File: src/rtl/ctrl_pkg.sv
`default_nettype none
// ============================================================================
//  Module   : ctrl_pkg
//  Brief    : Shared encodings for the multi-cycle main control FSM:
//             state codes, opcode/Funct values, ALU control words,
//             operand/PC select codes and the opcode classifier.
//  Revision : 1.0  initial release
// ============================================================================
package ctrl_pkg;

  // FSM states; the numeric codes are visible on the State debug port
  typedef enum logic [2:0] {
    S_FETCH  = 3'd0,
    S_DECODE = 3'd1,
    S_EXEC   = 3'd2,
    S_MEM    = 3'd3,
    S_WB     = 3'd4,
    S_BRANCH = 3'd5,
    S_JUMP   = 3'd6,
    S_UNUSED = 3'd7
  } state_t;

  // Instruction class captured in DECODE and carried through the instruction
  typedef enum logic [2:0] {
    OPC_R    = 3'd0,
    OPC_ADDI = 3'd1,
    OPC_LW   = 3'd2,
    OPC_SW   = 3'd3,
    OPC_BEQ  = 3'd4,
    OPC_J    = 3'd5,
    OPC_ILL  = 3'd6
  } op_class_t;

  localparam logic [3:0] OP_RTYPE = 4'b0000;
  localparam logic [3:0] OP_ADDI  = 4'b0001;
  localparam logic [3:0] OP_LW    = 4'b0010;
  localparam logic [3:0] OP_SW    = 4'b0011;
  localparam logic [3:0] OP_BEQ   = 4'b0100;
  localparam logic [3:0] OP_J     = 4'b0101;

  localparam logic [2:0] FN_ADD = 3'b000;
  localparam logic [2:0] FN_SUB = 3'b001;
  localparam logic [2:0] FN_SLT = 3'b010;

  localparam logic [3:0] ALU_ADD = 4'b0010;
  localparam logic [3:0] ALU_SUB = 4'b0110;
  localparam logic [3:0] ALU_SLT = 4'b0111;

  localparam logic [1:0] SRCB_REGB = 2'b00;
  localparam logic [1:0] SRCB_ONE  = 2'b01;
  localparam logic [1:0] SRCB_IMM  = 2'b10;
  localparam logic [1:0] SRCB_BOFS = 2'b11;

  localparam logic [1:0] PCSRC_ALU    = 2'b00;
  localparam logic [1:0] PCSRC_ALUOUT = 2'b01;
  localparam logic [1:0] PCSRC_JUMP   = 2'b10;

  // Map a raw opcode onto its instruction class (undefined opcodes -> OPC_ILL)
  function automatic op_class_t classify_opcode(input logic [3:0] opcode);
    op_class_t cls;
    case (opcode)
      OP_RTYPE: cls = OPC_R;
      OP_ADDI:  cls = OPC_ADDI;
      OP_LW:    cls = OPC_LW;
      OP_SW:    cls = OPC_SW;
      OP_BEQ:   cls = OPC_BEQ;
      OP_J:     cls = OPC_J;
      default:  cls = OPC_ILL;
    endcase
    return cls;
  endfunction

endpackage
`default_nettype wire

File: src/rtl/alu_op_decode.sv
`default_nettype none
// ============================================================================
//  Module   : alu_op_decode
//  Brief    : Combinational map from (instruction class, Funct) to the ALU
//             control word, plus a flag for undefined opcode/Funct values.
//  Revision : 1.0  initial release
// ============================================================================
module alu_op_decode
  import ctrl_pkg::*;
(
  input  op_class_t   i_op_class,
  input  logic [2:0]  i_funct,
  output logic [3:0]  o_alu_ctrl,
  output logic        o_illegal
);

  // Only R-type selects the ALU function from Funct; everything else adds
  always_comb begin
    o_alu_ctrl = ALU_ADD;
    o_illegal  = 1'b0;
    case (i_op_class)
      OPC_R: begin
        case (i_funct)
          FN_ADD:  o_alu_ctrl = ALU_ADD;
          FN_SUB:  o_alu_ctrl = ALU_SUB;
          FN_SLT:  o_alu_ctrl = ALU_SLT;
          default: o_illegal  = 1'b1;
        endcase
      end
      OPC_ILL: o_illegal = 1'b1;
      default: o_illegal = 1'b0;
    endcase
  end

endmodule
`default_nettype wire

File: src/rtl/multicycle_ctrl.sv
`default_nettype none
// ============================================================================
//  Module   : multicycle_ctrl
//  Brief    : Multi-cycle main control FSM (fetch/decode/exec/mem/wb plus
//             branch and jump) for the 16-bit datapath. Drives ALU control,
//             operand and PC selects, memory strobes and write enables.
//  Options  : CTRL_MEM_TIMEOUT_EN - abandon a memory wait after
//             TIMEOUT_CYCLES consecutive MemReady-low cycles and raise the
//             sticky Timeout flag. Undefined: wait forever, Timeout = 0.
//  Revision : 1.0  initial release
// ============================================================================
module multicycle_ctrl
  import ctrl_pkg::*;
#(
  parameter int unsigned TIMEOUT_CYCLES = 15
)(
  input  logic        clk_i,
  input  logic        rst_i,
  input  logic [3:0]  Opcode,
  input  logic [2:0]  Funct,
  input  logic        Zero,
  input  logic        MemReady,
  output logic [3:0]  ALU_Ctrl,
  output logic        ALUSrcA,
  output logic [1:0]  ALUSrcB,
  output logic        MemRead,
  output logic        MemWrite,
  output logic        IRWrite,
  output logic        PCWrite,
  output logic        RegWrite,
  output logic        RegDst,
  output logic        MemToReg,
  output logic [1:0]  PCSrc,
  output logic [2:0]  State,
  output logic        IllegalOp,
  output logic        Timeout
);

  state_t     r_state;
  state_t     w_next_state;
  op_class_t  r_op_class;
  logic [2:0] r_funct;
  logic       r_illegal;

  op_class_t  w_live_class;
  op_class_t  w_dec_class;
  logic [2:0] w_dec_funct;
  logic [3:0] w_alu_fn;
  logic       w_fn_illegal;
  logic       w_timeout_hit;

  // In DECODE the live IR fields are judged; afterwards the latched copy is used
  assign w_live_class = classify_opcode(Opcode);
  assign w_dec_class  = (r_state == S_DECODE) ? w_live_class : r_op_class;
  assign w_dec_funct  = (r_state == S_DECODE) ? Funct : r_funct;

  alu_op_decode u_alu_op_decode (
    .i_op_class (w_dec_class),
    .i_funct    (w_dec_funct),
    .o_alu_ctrl (w_alu_fn),
    .o_illegal  (w_fn_illegal)
  );

`ifdef CTRL_MEM_TIMEOUT_EN
  logic [7:0] r_wait_cnt;
  logic       r_timeout;
  logic       w_waiting;

  assign w_waiting     = ((r_state == S_FETCH) || (r_state == S_MEM)) && !MemReady;
  assign w_timeout_hit = w_waiting && (r_wait_cnt == 8'(TIMEOUT_CYCLES - 1));

  // Count consecutive stalled memory cycles; restart on progress or state change
  always_ff @(posedge clk_i) begin
    if (rst_i) begin
      r_wait_cnt <= 8'd0;
    end else if (!w_waiting || w_timeout_hit || (w_next_state != r_state)) begin
      r_wait_cnt <= 8'd0;
    end else begin
      r_wait_cnt <= r_wait_cnt + 8'd1;
    end
  end

  // Sticky timeout flag, cleared only by reset
  always_ff @(posedge clk_i) begin
    if (rst_i) begin
      r_timeout <= 1'b0;
    end else if (w_timeout_hit) begin
      r_timeout <= 1'b1;
    end
  end

  assign Timeout = r_timeout;
`else
  assign w_timeout_hit = 1'b0;
  assign Timeout       = 1'b0;
`endif

  // State register
  always_ff @(posedge clk_i) begin
    if (rst_i) begin
      r_state <= S_FETCH;
    end else begin
      r_state <= w_next_state;
    end
  end

  // Capture the instruction class and Funct so later IR changes are ignored
  always_ff @(posedge clk_i) begin
    if (rst_i) begin
      r_op_class <= OPC_R;
      r_funct    <= FN_ADD;
    end else if (r_state == S_DECODE) begin
      r_op_class <= w_live_class;
      r_funct    <= Funct;
    end
  end

  // Sticky illegal-instruction flag, set when DECODE rejects the instruction
  always_ff @(posedge clk_i) begin
    if (rst_i) begin
      r_illegal <= 1'b0;
    end else if ((r_state == S_DECODE) && w_fn_illegal) begin
      r_illegal <= 1'b1;
    end
  end

  assign IllegalOp = r_illegal;
  assign State     = r_state;

  // Next-state and control outputs; reset forces every strobe low
  always_comb begin
    w_next_state = r_state;
    ALU_Ctrl     = ALU_ADD;
    ALUSrcA      = 1'b0;
    ALUSrcB      = SRCB_REGB;
    MemRead      = 1'b0;
    MemWrite     = 1'b0;
    IRWrite      = 1'b0;
    PCWrite      = 1'b0;
    RegWrite     = 1'b0;
    RegDst       = 1'b0;
    MemToReg     = 1'b0;
    PCSrc        = PCSRC_ALU;

    if (rst_i) begin
      w_next_state = S_FETCH;
    end else begin
      case (r_state)
        S_FETCH: begin
          MemRead = 1'b1;
          ALUSrcB = SRCB_ONE;
          if (MemReady) begin
            IRWrite      = 1'b1;
            PCWrite      = 1'b1;
            w_next_state = S_DECODE;
          end else begin
            w_next_state = S_FETCH;
          end
        end

        S_DECODE: begin
          ALUSrcB = SRCB_BOFS;
          if (w_fn_illegal) begin
            w_next_state = S_FETCH;
          end else begin
            case (w_live_class)
              OPC_BEQ: w_next_state = S_BRANCH;
              OPC_J:   w_next_state = S_JUMP;
              default: w_next_state = S_EXEC;
            endcase
          end
        end

        S_EXEC: begin
          ALUSrcA  = 1'b1;
          ALU_Ctrl = w_alu_fn;
          ALUSrcB  = (r_op_class == OPC_R) ? SRCB_REGB : SRCB_IMM;
          if ((r_op_class == OPC_LW) || (r_op_class == OPC_SW)) begin
            w_next_state = S_MEM;
          end else begin
            w_next_state = S_WB;
          end
        end

        S_MEM: begin
          if (w_timeout_hit) begin
            // Pending access is dropped: no strobe on the abandoning cycle
            w_next_state = S_FETCH;
          end else begin
            MemRead  = (r_op_class == OPC_LW);
            MemWrite = (r_op_class == OPC_SW);
            if (MemReady) begin
              w_next_state = (r_op_class == OPC_LW) ? S_WB : S_FETCH;
            end
          end
        end

        S_WB: begin
          RegWrite     = 1'b1;
          RegDst       = (r_op_class == OPC_R);
          MemToReg     = (r_op_class == OPC_LW);
          w_next_state = S_FETCH;
        end

        S_BRANCH: begin
          ALUSrcA      = 1'b1;
          ALUSrcB      = SRCB_REGB;
          ALU_Ctrl     = ALU_SUB;
          PCSrc        = PCSRC_ALUOUT;
          PCWrite      = Zero;
          w_next_state = S_FETCH;
        end

        S_JUMP: begin
          PCWrite      = 1'b1;
          PCSrc        = PCSRC_JUMP;
          w_next_state = S_FETCH;
        end

        default: begin
          w_next_state = S_FETCH;
        end
      endcase
    end
  end

endmodule
`default_nettype wire
File: config.mk
export PLATFORM = sky130hd
export DESIGN_NAME = multicycle_ctrl
export DESIGN_NICKNAME = d
export VERILOG_FILES = /design/src/rtl/ctrl_pkg.sv /design/src/rtl/alu_op_decode.sv /design/src/rtl/multicycle_ctrl.sv
export SDC_FILE = /design/constraint.sdc
export NUM_CORES = 1
export LEC_CHECK = 0
export CORE_MARGIN = 5
export CORE_UTILIZATION = 35
export DETAILED_ROUTE_END_ITERATION = 7
export HOLD_SLACK_MARGIN = 0.02
export PLACE_DENSITY = 0.7
export SLEW_MARGIN = 20
export SYNTH_ARGS = -nofsm -noshare
export SYNTH_HDL_FRONTEND = slang
export SYNTH_SLANG_ARGS = --single-unit
File: constraint.sdc
create_clock -name clk_i -period 2.63 [get_ports clk_i]
set_input_delay 0.789 -clock clk_i [delete_from_list [all_inputs] [get_ports clk_i]]
set_output_delay 0.789 -clock clk_i [all_outputs]
set_load 0.01 [all_outputs]
Word-level counts from Yosys, hierarchy flattened
Cells that the tools add are included.

operators by class
  equality and inequality tests = 19
  reductions and logical operators = 9
  mux-type cells = 38

operators by type and width
  cell                                                              count
  3-bit == test (second input constant)                             6
  3-bit 2-to-1 mux                                                  6
  3-bit case mux with 6 select lines                                1
  1-bit 2-to-1 mux                                                  17
  3-bit by 2-bit == test with 1-bit output (second input constant)  5
  3-bit zero test                                                   4
  3-bit case mux with 2 select lines                                2
  3-bit case mux with 4 select lines                                1
  4-bit by 2-bit == test with 1-bit output (second input constant)  2
  4-bit by 3-bit == test with 1-bit output (second input constant)  2
  4-bit 2-to-1 mux                                                  2
  4-bit case mux with 2 select lines                                1
  3-bit by 1-bit == test with 1-bit output (second input constant)  2
  2-bit 2-to-1 mux                                                  3
  2-bit case mux with 3 select lines                                1
  4-bit by 1-bit == test with 1-bit output (second input constant)  1
  4-bit zero test                                                   1
  1-bit case mux with 2 select lines                                2
  2-bit case mux with 2 select lines                                1
  1-bit case mux with 3 select lines                                1
  3-bit OR reduction                                                1
  2-bit inequality test (second input constant)                     1
  2-bit OR reduction                                                1
  1-bit logical AND                                                 1
  1-bit logical OR                                                  1

word-level totals
  output and inout bits = 21
  input port bits = 11
  word-level logic and storage cells = 70
  bits in registers = 10

Depth between registers and ports, before layout
  depth after elaboration = 8
  depth in mapped cells = 6
  mapped depth without buffers = 4

Modules after synthesis
From an unflattened synthesis, not the netlist that was laid out.

unflattened totals
  cells, all modules = 110
  area total of the unflattened synthesis = 760.7 µm²

modules (own cells, without submodules)
  module           instances  seq. area each (µm²)  cells an instance  area each (µm²)
  multicycle_ctrl  1          200.2                 98                 679.4
  alu_op_decode    1          0.0                   12                 81.3

Worst setup path after synthesis
Ideal clock, no wire load.

  kind = input to output
  from = in rst_i
  to = out PCWrite
  path buffers = 1
  stages = 4
  data required time = 1.841 ns
  arrival = 1.802 ns
  path slack = 0.039 ns
  path through = clkbuf_1 -> nand2b_1 -> nor3b_1 -> a211o_1

between the ends
  cells in the longest elaborated chain, start to end = 1

ends and longest elaborated chain
  item              line                    text
  from (decl)       multicycle_ctrl.sv:18   input logic rst_i,
  1-bit 2-to-1 mux  multicycle_ctrl.sv:145  if (rst_i) begin
  to (decl)         multicycle_ctrl.sv:29   output logic PCWrite,

Every way passes these cells.

Worst setup path after layout
  from = in rst_i
  to = out ALU_Ctrl[0]

between the ends
  cells in the longest elaborated chain, start to end = 1

ends and longest elaborated chain
  item              line                    text
  4-bit 2-to-1 mux  multicycle_ctrl.sv:145
  to (decl)         multicycle_ctrl.sv:23   output logic [3:0] ALU_Ctrl,

Every way passes these cells.

==> out/results.tsv <==
stage	metric	value	unit
worst_setup_path	Arr. time, crit path	1.93	ns
route	DRC violation total after the first TritonRoute iteration	24	
sta	Tmin final	2.720	ns
hold_path	Hold Path Stages	2	
placed_design	Post-DP HPWL	1607	um
worst_setup_path	Critical Path End Type	output pin	
power_and_ir_drop	worst vdd ir	0.4141	mV
route	drt first pass iters	4	
placed_design	placed cell area	0.001066	mm2
sta	period utilisation layout	1.034	
cts	clk slew on worst S/H paths	0.06	ns
worst_setup_path	R2R cell count	6	
sta	final setup skew	0.01001	ns
synthesis	Post-Synthesis Cells	95	
global_route	first-pass GRT wire length	3208	um
die	# IOs	32	
worst_setup_path	Worst Setup Path Type	in2out	
worst_setup_path	worst-path maximum fanout	2	
cells_and_area	P&R area growth vs syn	60.99	%
placed_design	gp weighted congestion	0.7869	
cts	H-tree levels	1	
outcome	status	complete, but fails checks	
route	antenna-violating nets left	0	
route	# DRC	0	
cts	CTS tree	done	
global_route	pin count of the biggest net entering global routing	11	
cts	clk sinks	10	
sta	Fin Setup TNS	-0.1281	ns
cells_and_area	fin cells	162	
global_route	initial antenna violation count	0	
synthesis	main area contributors after synthesis	dfxtp_1, nor2_1, a21oi_1	
placed_design	DP Worst Slack	-0.8516	ns
route	Routed WL per cell	12.80	um
worst_setup_path	WP data required	1.84	ns
sta	Slew @ Worst Pin	0.5374	ns
sta	fmax	367.7	MHz
worst_setup_path	Critical Path Source Type	input pin	
cells_and_area	layout net count	148	
global_route	gr usage total	0.1517	
route	Via density	4.944	
global_route	vias in the first global route	764	
cells_and_area	fraction of layout cells with a size suffix above 1	0.2519	
synthesis	synthesized flop and latch total	10	
outcome	failing checks	negative setup slack	
route	via count	801	
cells_and_area	area of the multi-input gates	459.2	um2
placed_design	port bufs	28	
die	CORE AREA	0.001902	mm2
sta	final slew viol count	0	
cts	clk root buf	clkbuf_4	
placed_design	placed cells	158	
die	Die Area	0.002935	mm2
cells_and_area	# diodes	0	
cts	Clk Latency, worst-skew pair	0.27	ns
cts	CTS Buffer Depth	2	
synthesis	share of the synthesized area in the top cell type	0.2930	
route	final wirelength	2073	um
synthesis	Synth Cell Area	683.2	um2
power_and_ir_drop	Pwr per Cell Area	372.6	mW/mm2
synthesis	largest area contributor in the netlist	dfxtp_1	
sta	Setup violations, final	2	
power_and_ir_drop	Leak	0.0005172	uW
synthesis	Yosys warnings	0	
synthesis	Seq/Total Area, Yosys	0.2930	
die	row cnt	16	
cts	hold buffers post-CTS	0	
die	Die Ht	54.18	um
hold_path	Hold Crit Class	reg2reg	
cells_and_area	sequential cell area	200.2	um2
synthesis	syn avg cell area	7.191	um2
cells_and_area	post-route cell area	0.001100	mm2
sta	final setup margin	-0.08975	ns
die	Initial Utilization	0.3592	
cells_and_area	fillcell total	189	
sta	RSZ-0062 raised after global routing	yes	
power_and_ir_drop	total power	409.8	uW
synthesis	Yosys cell types	36	
global_route	total grt overflow	0	
run	maxcap violations	0	
sta	Rel. slew slack	0.6402	
cts	CTS buffer count	3	
die	die width	54.18	um
sta	Hold Fails Final Rpt	0	
## state kept, by name, indices dropped and copies added (netlist names)
| register | count |
|---|---|
| State | 3 |
| r_funct | 3 |
| r_op_class | 3 |
| IllegalOp | 1 |
## layer usage
metal  GRT usage  routed length, um  up-vias
met4     0.04979                 27        0
li1            -                  -      410
met5           0                  0        -
met1      0.1694                851      369
met2      0.2709               1082       20
met3     0.04432                112        2
## cells in the mapped netlist (all sizes together)
master,instances
nor2,16
nand2,11
a21oi,10
dfxtp,10
buf,5
nor3,5
nand2b,4
nand3,4
nor3b,3
a211o,2
clkbuf,2
conb,2
o21ai,2
a211oi,1
a221oi,1
a31oi,1
and2b,1
and3,1
clkinv,1
inv,1
nor2b,1
o211ai,1
o21a,1
o21bai,1
o22a,1
o311ai,1
o41ai,1
or2,1
or3,1
or3b,1
or4,1
xor2,1
## cells by family (layout without fill, tap and decap cells)
logic type	Yosys count	in the layout	synth area share
AOI/OAI and AO/OA	23	23	0.2180
xor gates and xnor gates	1	1	0.01282
buffers and inverters	9	48	0.06959
DFF	10	10	0.2930
other	2	3	0.01099
and+or+nand+nor	50	50	0.3956
## report_power, final
group | switching (uW) | internal [uW]
combinational | 66.9 | 72.7
sequential | 5.74 | 162
clock | 50.0 | 52.7
total | 123 | 287
## metrics by stage
step / util / hold WS [ns]
after floorplan: - / 0.4365
after global placement: 0.5605 / 0.4533
after detailed placement: 0.5605 / 0.4539
after CTS: 0.5724 / 0.4615
after global routing: 0.5783 / 0.4851
final: 0.5783 / 0.4591
## cell usage in the layout (no fill, tap or decap), types with 2 or more instances in the layout
cell type,n
buf_6,2
o21ai_0,2
buf_2,3
a21oi_1,10
nor2_1,16
nand3_1,4
conb_1,3
buf_4,14
a211o_1,2
dfxtp_1,10
clkdlybuf4s50_1,13
dlymetal6s2s_1,2
clkbuf_4,3
nand2b_1,2
nor3b_2,3
nor3_1,4
dlygate4sd2_1,9
nand2_1,11
## worst max-delay path: stages
cell and delay [ns]:
buf_6 0.09, or2_1 0.21, or4_4 0.49, nor3b_2 0.19
buf_2 0.16
## worst paths after layout
check                           to  slack [ns]             startpoint
max                    ALU_Ctrl[0]       -0.09                  rst_i
min          r_funct[2]$_SDFF_PP0_        0.46  r_funct[2]$_SDFF_PP0_
max reg2reg  State[1]$_SDFFE_PP0P_        1.10  State[2]$_SDFFE_PP0P_
min reg2reg  r_funct[2]$_SDFF_PP0_        0.46  r_funct[2]$_SDFF_PP0_
## final cells by class
cell class | instances | area share
Tap cell | 27 | 0.03072
Multi-Input combinational cell | 77 | 0.4175
Clock buffer | 3 | 0.02048
Inverter | 2 | 0.006826
Timing Repair Buffer | 43 | 0.3424
Sequential cell | 10 | 0.1820
## what timing repair did
item,CTS,global route
gates resized for setup,27,6
endpoints found under the setup margin,14,6
buffers inserted,1,0
pin swaps,4,4
Power figures use the tool's default switching activity.
